**config.mk**
```make
export PLATFORM = sky130hd
export DESIGN_NAME = spi_txn_sequencer
export DESIGN_NICKNAME = d
export VERILOG_FILES = /design/src/rtl/spi_txn_sequencer.sv
export SDC_FILE = /design/constraint.sdc
export NUM_CORES = 1
export LEC_CHECK = 0
export CAP_MARGIN = 10
export CORE_UTILIZATION = 63
export DETAILED_ROUTE_END_ITERATION = 8
export HOLD_SLACK_MARGIN = 0.15
export PLACE_DENSITY = 0.85
export SYNTH_ARGS = -nofsm -noshare
export SYNTH_HDL_FRONTEND = slang
export SYNTH_SLANG_ARGS = --single-unit
export TNS_END_PERCENT = 100
```
**constraint.sdc**
```tcl
create_clock -name clk -period 5.4 [get_ports clk]
set_input_delay 0.81 -clock clk [delete_from_list [all_inputs] [get_ports clk]]
set_output_delay 0.81 -clock clk [all_outputs]
set_load 0.02 [all_outputs]
```
**src/rtl/spi_txn_sequencer.sv**
```systemverilog
// spi_txn_sequencer: command front end for an SPI master.
// Host words (with a target slave ID) queue in a TX FIFO and are issued one
// at a time over the master's start/ready handshake. Each received word is
// captured into an RX FIFO that the host drains.
//
// Handshakes: the host side uses valid/ready. A transfer happens on a rising
// clk edge where both valid and ready are 1. Valid must not depend on ready.
// rd_data is the RX head and is valid whenever rd_valid=1 (fall-through).
// The master side uses a one-cycle spi_start pulse. The master then drops
// spi_ready while it is busy and raises it again when spi_rx_data is valid.
module spi_txn_sequencer #(
  parameter int DATA_WIDTH   = 8,
  parameter int NUM_CS       = 1,
  parameter int FIFO_DEPTH   = 8,
  parameter int BUSY_TIMEOUT = 64,
  localparam int SIDW = (NUM_CS > 1) ? $clog2(NUM_CS) : 1,
  localparam int LVLW = $clog2(FIFO_DEPTH) + 1
) (
  input  logic                  clk,
  input  logic                  rst,
  input  logic                  wr_valid,
  output logic                  wr_ready,
  input  logic [DATA_WIDTH-1:0] wr_data,
  input  logic [SIDW-1:0]       wr_slave_id,
  output logic                  rd_valid,
  input  logic                  rd_ready,
  output logic [DATA_WIDTH-1:0] rd_data,
  output logic                  spi_start,
  output logic [DATA_WIDTH-1:0] spi_tx_data,
  output logic [SIDW-1:0]       spi_slave_id,
  input  logic                  spi_ready,
  input  logic [DATA_WIDTH-1:0] spi_rx_data,
  output logic [LVLW-1:0]       tx_level,
  output logic [LVLW-1:0]       rx_level,
  output logic                  busy,
  output logic                  timeout_err,
  output logic [2:0]            fsm_state
);

  localparam int PTRW = $clog2(FIFO_DEPTH);
  localparam int TOW  = $clog2(BUSY_TIMEOUT + 1);
  localparam logic [LVLW-1:0] FULL_LVL = LVLW'(FIFO_DEPTH);
  localparam logic [TOW-1:0]  TO_LAST  = TOW'(BUSY_TIMEOUT - 1);

  typedef enum logic [2:0] {
    IDLE      = 3'd0,
    LAUNCH    = 3'd1,
    WAIT_BUSY = 3'd2,
    WAIT_DONE = 3'd3,
    CAPTURE   = 3'd4
  } state_t;

  state_t state;
  logic [TOW-1:0] to_cnt;

  logic [DATA_WIDTH-1:0] tx_mem_data [FIFO_DEPTH];
  logic [SIDW-1:0]       tx_mem_id   [FIFO_DEPTH];
  logic [DATA_WIDTH-1:0] rx_mem      [FIFO_DEPTH];
  logic [PTRW-1:0] tx_wr_ptr, tx_rd_ptr, rx_wr_ptr, rx_rd_ptr;

  logic sync_1, rdy_s;
  logic tx_push, tx_pop, rx_push, rx_pop;
  logic tx_push_ok, tx_pop_ok, rx_push_ok, rx_pop_ok;
  logic timeout_hit;

  // Host-facing flags and FIFO heads; heads read as zero when the FIFO is empty
  assign wr_ready     = (tx_level != FULL_LVL);
  assign rd_valid     = (rx_level != '0);
  assign rd_data      = rd_valid ? rx_mem[rx_rd_ptr] : '0;
  assign spi_tx_data  = (tx_level != '0) ? tx_mem_data[tx_rd_ptr] : '0;
  assign spi_slave_id = (tx_level != '0) ? tx_mem_id[tx_rd_ptr] : '0;
  assign busy         = (state != IDLE) || (tx_level != '0);
  assign fsm_state    = state;

  // Push/pop qualification; illegal pushes or pops are silently dropped
  always_comb begin
    timeout_hit = (state == WAIT_BUSY) && rdy_s && (to_cnt == TO_LAST);
    tx_push     = wr_valid && wr_ready;
    tx_pop      = (state == CAPTURE) || timeout_hit;
    rx_push     = (state == CAPTURE);
    rx_pop      = rd_valid && rd_ready;
    tx_pop_ok   = tx_pop && (tx_level != '0);
    tx_push_ok  = tx_push && ((tx_level != FULL_LVL) || tx_pop_ok);
    rx_pop_ok   = rx_pop && (rx_level != '0);
    rx_push_ok  = rx_push && ((rx_level != FULL_LVL) || rx_pop_ok);
  end

  // Two-flop synchroniser for the master's ready; idles high like the master
  always_ff @(posedge clk) begin
    if (rst) begin
      sync_1 <= 1'b1;
      rdy_s  <= 1'b1;
    end else begin
      sync_1 <= spi_ready;
      rdy_s  <= sync_1;
    end
  end

  // FIFO storage; contents need no reset because the levels gate every read
  always_ff @(posedge clk) begin
    if (tx_push_ok) begin
      tx_mem_data[tx_wr_ptr] <= wr_data;
      tx_mem_id[tx_wr_ptr]   <= wr_slave_id;
    end
    if (rx_push_ok) begin
      rx_mem[rx_wr_ptr] <= spi_rx_data;
    end
  end

  // TX FIFO pointers and level; push and pop together leave the level alone
  always_ff @(posedge clk) begin
    if (rst) begin
      tx_wr_ptr <= '0;
      tx_rd_ptr <= '0;
      tx_level  <= '0;
    end else begin
      if (tx_push_ok) tx_wr_ptr <= tx_wr_ptr + PTRW'(1);
      if (tx_pop_ok)  tx_rd_ptr <= tx_rd_ptr + PTRW'(1);
      case ({tx_push_ok, tx_pop_ok})
        2'b10:   tx_level <= tx_level + LVLW'(1);
        2'b01:   tx_level <= tx_level - LVLW'(1);
        default: tx_level <= tx_level;
      endcase
    end
  end

  // RX FIFO pointers and level; push and pop together leave the level alone
  always_ff @(posedge clk) begin
    if (rst) begin
      rx_wr_ptr <= '0;
      rx_rd_ptr <= '0;
      rx_level  <= '0;
    end else begin
      if (rx_push_ok) rx_wr_ptr <= rx_wr_ptr + PTRW'(1);
      if (rx_pop_ok)  rx_rd_ptr <= rx_rd_ptr + PTRW'(1);
      case ({rx_push_ok, rx_pop_ok})
        2'b10:   rx_level <= rx_level + LVLW'(1);
        2'b01:   rx_level <= rx_level - LVLW'(1);
        default: rx_level <= rx_level;
      endcase
    end
  end

  // Transfer sequencer: launch only with RX space so the RX FIFO cannot overflow
  always_ff @(posedge clk) begin
    if (rst) begin
      state       <= IDLE;
      spi_start   <= 1'b0;
      to_cnt      <= '0;
      timeout_err <= 1'b0;
    end else begin
      spi_start <= 1'b0;
      case (state)
        IDLE: begin
          if ((tx_level != '0) && (rx_level < FULL_LVL)) begin
            state     <= LAUNCH;
            spi_start <= 1'b1;
          end
        end
        LAUNCH: begin
          to_cnt <= '0;
          state  <= WAIT_BUSY;
        end
        WAIT_BUSY: begin
          if (!rdy_s) begin
            state <= WAIT_DONE;
          end else if (to_cnt == TO_LAST) begin
            timeout_err <= 1'b1;
            state       <= IDLE;
          end else begin
            to_cnt <= to_cnt + TOW'(1);
          end
        end
        WAIT_DONE: begin
          if (rdy_s) state <= CAPTURE;
        end
        CAPTURE: begin
          state <= IDLE;
        end
        default: begin
          state <= IDLE;
        end
      endcase
    end
  end

endmodule

```
==> summary.md, run 1 <==
| Metric | Value |
|---|---|
| Seq/Total Area, Yosys | `approximately 66%` |
| Avg WL per Cell | `a little over 20 um` |
| Flops & latches, synth | `176` |
| Final setup fails | `0` |
| PortBufs | `between 50 and 60` |
| Die outline area | `roughly 12000 um2` |
| Avg Cell Area, Syn | `between 15 and 20 um2` |
| Pwr per Cell Area | `406.2 nW/um2` |
| Total Power | `roughly 3.5 mW` |
| FF-to-FF End | `tx_level[2]$_SDFFE_PP0P_` |
| Yosys cell types | `55` |
| Cells after Synth | `470` |
| Worst reg-to-reg path cell count | `10` |
| Remaining antenna violation count | `0` |
| Hpwl dp | `~9000 um` |
| Crit Path Max Fanout | `16` |
| Setup TNS | `0 ps` |
| Via count | `approximately 4200` |
| WHS Endpoint | `rdy_s$_SDFF_PP1_` |
| Area Overhead vs Synth | `18.23%` |
| Critical path arrival | `between 2000 and 3000 ps` |
| Fin cells | `a little under 700` |
| Clk slew on worst S/H paths | `around 60 ps` |
| Sequential Power Share | `between 40% and 50%` |
| Worst Tran Pin Value | `1040 ps` |
| CTS Buffer Depth | `2` |
| CP endpoint kind | `output pin` |
| Width of the die | `roughly 110 um` |
| WHS Path Cells | `1` |
| Post-synth top flop | `edfxtp_1` |
| WL final | `between 10000 and 15000 um` |
| Startpoint type of the worst setup path | `flop` |
| Share of cells above drive strength 1 | `about 18%` |
| Switching fraction of total power | `between 20% and 30%` |
| Max VDD drop | `roughly 270 uV` |
| Root buffer cell | `clkbuf_16` |
| Cts repair resizes | `0` |
| Vias per cell | `about 6.2` |
| Syn Std Cell Area | `around 7400 um2` |
| Clock sinks | `176` |
| Kind of critical path | `reg2out` |
| Initial DRC count | `approximately 350` |
| GPL Wtd Cong | `about 0.81` |
| Initial Utilization | `~64%` |
| Static leakage | `between 2 and 3 nW` |
| CORE AREA | `11420 um2` |
| CTS Buf Count | `17` |
| # Post-CTS Setup Buffers | `0` |
| Final Hold Fails | `0` |
| Hold Crit Start | `sync_1$_SDFF_PP1_` |
| CTS hold repair buffers | `0` |
| Ports | `55` |
| GRT overflow | `0` |
| Number of global-route vias before repair | `between 4000 and 5000` |
| First-pass GRT wire length | `approximately 22000 um` |
| Clock latency on the worst-skew pair | `~420 ps` |
| Max_slew headroom | `between 30% and 40%` |
| Logic pwr share | `18.3%` |
| Ant. Diodes | `0` |
| Syn Nets | `between 500 and 600` |
| Clock power frac | `roughly 36%` |
| Reg2reg start | `fsm_state[2]$_SDFFE_PP0P_` |
| Largest net degree at the start of global routing | `50` |
| Setup slack, reg-to-reg | `around 2600 ps` |
| Pre-antenna DRT Iters | `5` |
| Internal | `2.605 mW` |
| Ys async rst share | `0%` |
| Post-Route Utilization | `76.18%` |
| Worst endpoint required time | `about 4600 ps` |
| EDFF count, synth | `136` |
| Status | `complete, no violations` |
| Die height | `around 110 um` |
| Final Max Slew Viols | `0` |
| Placed cell count | `around 650` |
| Row Count | `39` |
| Initial antenna violation count | `0` |
| Post-layout nets | `562` |
| Fin crit share | `roughly 68%` |
| Max Cap Viol | `0` |
| Ys Warns | `0` |
| Max Fclk | `roughly 270 MHz` |
| Leading cell types in the layout, fill and taps excluded | `136 x edfxtp_1, 54 x clkdlybuf4s50_1, 53 x nor2_1` |
| Clock skew | `roughly 7 ps` |
| All-layer global routing usage | `around a quarter` |
| Fin crit period | `3661 ps` |
| H-tree Lvls | `4` |
| Residual DRC | `0` |
| Classification of the worst-slack hold path | `reg2reg` |
| CTS tree | `done` |
| RSZ-0062 raised after global routing | `false` |
| Commonest non-fill, non-tap cell in the layout | `edfxtp_1` |
| P_sw | `~0.93 mW` |
layer usage:
metal  vias to the layer above  wire, um  GRT usage (%)
met2                       118      7544          43.48
met4                         0       226          11.05
met3                        20       584          5.467
li1                       1946         -              -
met5                         -         0              0
met1                      2133      5725          30.59
cells in the mapped netlist (all sizes together) (9+ instances only):
master	number	area share, %
clkbuf	10	0.53
buf	15	1.2
ha	10	1.7
nor3	12	0.82
nand2	13	0.70
a21oi	9	0.61
nor2	53	2.7
mux4	34	10
mux2i	22	3.0
nand3	13	0.88
xor2	10	1.2
edfxtp	136	56
dfxtp	40	11
final cells by class:
type / instances / area, um2
Clock buffer: 18 / 429.2
Clock inverter: 13 / 197.7
Fill cell: 679 / 2720
Inverter: 7 / 26.28
Multi-Input combinational cell: 262 / 2359
Sequential cell: 176 / 4885
Tap cell: 143 / 178.9
Timing Repair Buffer: 65 / 623.1
flip-flops by register name, indices dropped and copies added (netlist names), 4 cells and up, named ones only:
| name | flops |
|---|---|
| tx_level | 4 |
| tx_mem_id | 8 |
| rx_mem | 64 |
| tx_mem_data | 64 |
| rx_level | 4 |
| to_cnt | 7 |
worst max path at each step:
stage,endpoint,slack (ps),depth (start not counted)
5_1_grt,rd_data[0],1490,4
3_3_place_gp,rd_data[1],2200,4
4_1_cts,rd_data[2],1620,4
3_5_place_dp,rd_data[2],2120,4
2_1_floorplan,tx_mem_data[2][0]$_DFFE_PP_,2690,4
6_report,rd_data[2],1740,4
metrics by stage:
step / hold slack, ps / worst slack, ps / area [um2]
floorplan: 389.5 / 2690 / 7357
global placement: 394.8 / 2199 / 8071
detailed placement: 405.2 / 2115 / 8071
CTS: 420.3 / 1620 / 8698
global route: 436.7 / 1486 / 8698
finish: 412.0 / 1739 / 8698
cells by family (layout without fill, tap and decap cells):
group                    count (synthesis)  count (layout)  synth area share, %
AND/OR/NAND/NOR                        143             143                10.43
AO/OA/AOI/OAI                           35              35                3.537
multiplexers                            61              61                14.17
adder cells (fa/ha/maj)                 11              11                1.973
buffers and inverters                   32             103                2.075
XOR/XNOR                                12              12                1.429
flip-flops                             176             176                66.39
critical path: stages, from the launching register on:
cell and delay, ps:
dfxtp_1 1010, mux4_2 600, mux2i_1 190, nor2_1 60, clkdlybuf4s50_1 570
power groups by stage:
stage / Combinational [mW] / Sequential [mW] / Clock (mW)
floorplan: 0.440 / 1.59 / 0
global placement: 0.625 / 1.63 / 0
detailed placement: 0.647 / 1.63 / 0
CTS: 0.652 / 1.60 / 1.30
global route: 0.703 / 1.61 / 1.35
finish: 0.646 / 1.60 / 1.29
Note: power is estimated with default switching activity, not from simulation.
==> inputs of run 2 (changes only) <==
--- a/config.mk
+++ b/config.mk
@@ -6,10 +6,10 @@
 export NUM_CORES = 1
 export LEC_CHECK = 0
 export CAP_MARGIN = 10
-export CORE_UTILIZATION = 63
+export CORE_UTILIZATION = 53
 export DETAILED_ROUTE_END_ITERATION = 8
 export HOLD_SLACK_MARGIN = 0.15
-export PLACE_DENSITY = 0.85
+export PLACE_DENSITY = 0.76
 export SYNTH_ARGS = -nofsm -noshare
 export SYNTH_HDL_FRONTEND = slang
 export SYNTH_SLANG_ARGS = --single-unit
==> constraint.sdc (replaced) <==
create_clock -name clk -period 2.95 [get_ports clk]
set_input_delay 0.4425 -clock clk [delete_from_list [all_inputs] [get_ports clk]]
set_output_delay 0.4425 -clock clk [all_outputs]
set_load 0.02 [all_outputs]
==> run 2 against run 1 <==
Effect of this change:
- sequential share of layout area fell by 0.85 points
- sequential power rose by 79%
- count of clock-buffer cells in the layout rose by 1
- non-clock buffer count rose by 20
- worst setup slack got worse by 1600 ps
- critical path type unchanged
- combinational power rose by 98%
- first-iteration DRC count fell by 15%
- clock skew rose by 4.5 ps
- critical path depth rose by 1
- die area rose by 19%
==> summary.md, run 2 (synthesis results as in run 1) <==
| Metric | Value |
|---|---|
| GRT overflow | `0` |
| CTS Buf Count | `17` |
| Worst endpoint required time | `2510 ps` |
| PortBufs | `between 50 and 60` |
| Clock latency on the worst-skew pair | `between 400 and 500 ps` |
| Initial antenna violation count | `0` |
| Residual DRC | `0` |
| Clk slew on worst S/H paths | `~70 ps` |
| Critical path arrival | `roughly 2300 ps` |
| CTS tree | `done` |
| Pwr per Cell Area | `~700 nW/um2` |
| All-layer global routing usage | `between 20% and 30%` |
| Largest net degree at the start of global routing | `24` |
| Static leakage | `between 2 and 3 nW` |
| Ports | `between 50 and 60` |
| # Post-CTS Setup Buffers | `0` |
| Internal | `4.637 mW` |
| Row Count | `42` |
| GR Util met1 | `around 26%` |
| Area Overhead vs Synth | `20.08%` |
| Initial Utilization | `approximately 55%` |
| CTS Buffer Depth | `2` |
| H-tree Lvls | `4` |
| Kind of critical path | `reg2out` |
| Max Fclk | `approximately 360 MHz` |
| WL final | `~14000 um` |
| Width of the die | `119.8 um` |
| Pre-antenna DRT Iters | `7` |
| Crit Path Max Fanout | `18` |
| Final Max Slew Viols | `0` |
| Max Cap Viol | `0` |
| Ant. Diodes | `0` |
| P_sw | `~1.7 mW` |
| Clock skew | `~12 ps` |
| Die height | `between 100 and 150 um` |
| Avg WL per Cell | `18.36 um` |
| CTS hold repair buffers | `0` |
| Leading cell types in the layout, fill and taps excluded | `136 x edfxtp_1, 54 x clkdlybuf4s50_1, 53 x nor2_1` |
| Fin crit share | `93.74%` |
| Status | `complete, no violations` |
| Classification of the worst-slack hold path | `reg2reg` |
| Sequential Power Share | `between 40% and 50%` |
| Final worst slack | `approximately 180 ps` |
| Initial DRC count | `slightly below 300` |
| Die outline area | `about 14000 um2` |
| Vias per cell | `5.718` |
| RSZ-0062 raised after global routing | `false` |
| Logic pwr share | `between 20 and 25%` |
| Total Power | `between 6 and 7 mW` |
| First-pass GRT wire length | `approximately 22000 um` |
| Number of global-route vias before repair | `between 4000 and 5000` |
| Max_slew headroom | `roughly 45%` |
| GPL Wtd Cong | `slightly above 0.8` |
| CORE AREA | `between 10000 and 15000 um2` |
| Final setup fails | `0` |
| Switching fraction of total power | `between 20% and 30%` |
| Dpl ws | `between 100 and 150 ps` |
| Startpoint type of the worst setup path | `flop` |
| Reg2reg start | `fsm_state[1]$_SDFFE_PP0P_` |
| Worst Tran Pin Value | `between 800 and 900 ps` |
| Remaining antenna violation count | `0` |
| Hold Crit Start | `sync_1$_SDFF_PP1_` |
| Clock power frac | `around a third` |
| Fillers | `between 900 and 1000` |
| Post-layout nets | `~580` |
| Max VDD drop | `around 550 uV` |
| Commonest non-fill, non-tap cell in the layout | `edfxtp_1` |
| Root buffer cell | `clkbuf_16` |
| CP endpoint kind | `output pin` |
| M2 GR Usage | `between 30% and 40%` |
| Clock sinks | `approximately 180` |
| Fin crit period | `approximately 2800 ps` |
| Largest regs | `rx_mem x64, tx_mem_data x64, tx_mem_id x8` |
| Final Hold Fails | `0` |
| Hpwl dp | `8933 um` |
| Via count | `4214` |
| Share of cells above drive strength 1 | `20.86%` |
| Setup TNS | `0 ps` |
| Met3 Use GR | `5.941%` |
| GR peak layer | `met2` |
run 2: path summary, 6_finish.rpt:
kind / to / slack [ps] / cells past startpoint
max: spi_tx_data[2] / 180 / 5
min: rdy_s$_SDFF_PP1_ / 420 / 1
max reg2reg: tx_level[2]$_SDFFE_PP0P_ / 250 / 10
min reg2reg: rdy_s$_SDFF_PP1_ / 420 / 1
run 2: layer usage:
layer  share of wire, %  vias up
met1                 42     2091
met3                4.0       24
met4                1.7        0
met5                  0        -
li1                   -     1985
met2                 52      114
run 2: power groups by stage:
| stage | logic [mW] | registers [mW] | clock network (mW) |
|---|---|---|---|
| 2_1_floorplan | 0.805 | 2.91 | 0 |
| 3_3_place_gp | 1.26 | 2.92 | 0 |
| 3_5_place_dp | 1.29 | 2.93 | 0 |
| 4_1_cts | 1.29 | 2.87 | 2.24 |
| 5_1_grt | 1.39 | 2.89 | 2.33 |
| 6_report | 1.28 | 2.87 | 2.20 |
run 2: layout make-up:
type | count | area [um2] | share of cell area, %
Clock buffer | 19 | 432.9 | 4.900
Clock inverter | 12 | 145.1 | 1.643
Inverter | 7 | 26.28 | 0.2974
Multi-Input combinational cell | 262 | 2347 | 26.57
Sequential cell | 176 | 4886 | 55.30
Tap cell | 176 | 220.2 | 2.493
Timing Repair Buffer | 85 | 777.0 | 8.795
run 2: worst max-delay path, cell delays in order, from the launching register on:
cell,delay [ps]
dfxtp_1,320
buf_6,250
mux4_2,560
mux2i_1,150
nor2_1,70
clkdlybuf4s50_1,540
run 2: stage by stage:
step / area, um2 / hold WS [ps] / instances / utilization (%)
floorplan: 7357 / 389.5 / 470 / -
global placement: 8249 / 391.9 / 706 / 61.56
detailed placement: 8249 / 398.4 / 706 / 61.56
CTS: 8827 / 414.1 / 737 / 65.87
global route: 8835 / 426.3 / 737 / 65.93
finish: 8835 / 419.0 / 737 / 65.93
run 2: timing repair:
| item | CTS | global route |
|---|---|---|
| endpoints found under the setup margin | 0 | 6 |
| hold endpoints to repair | 0 | 0 |
| gates resized for setup | 0 | 3 |
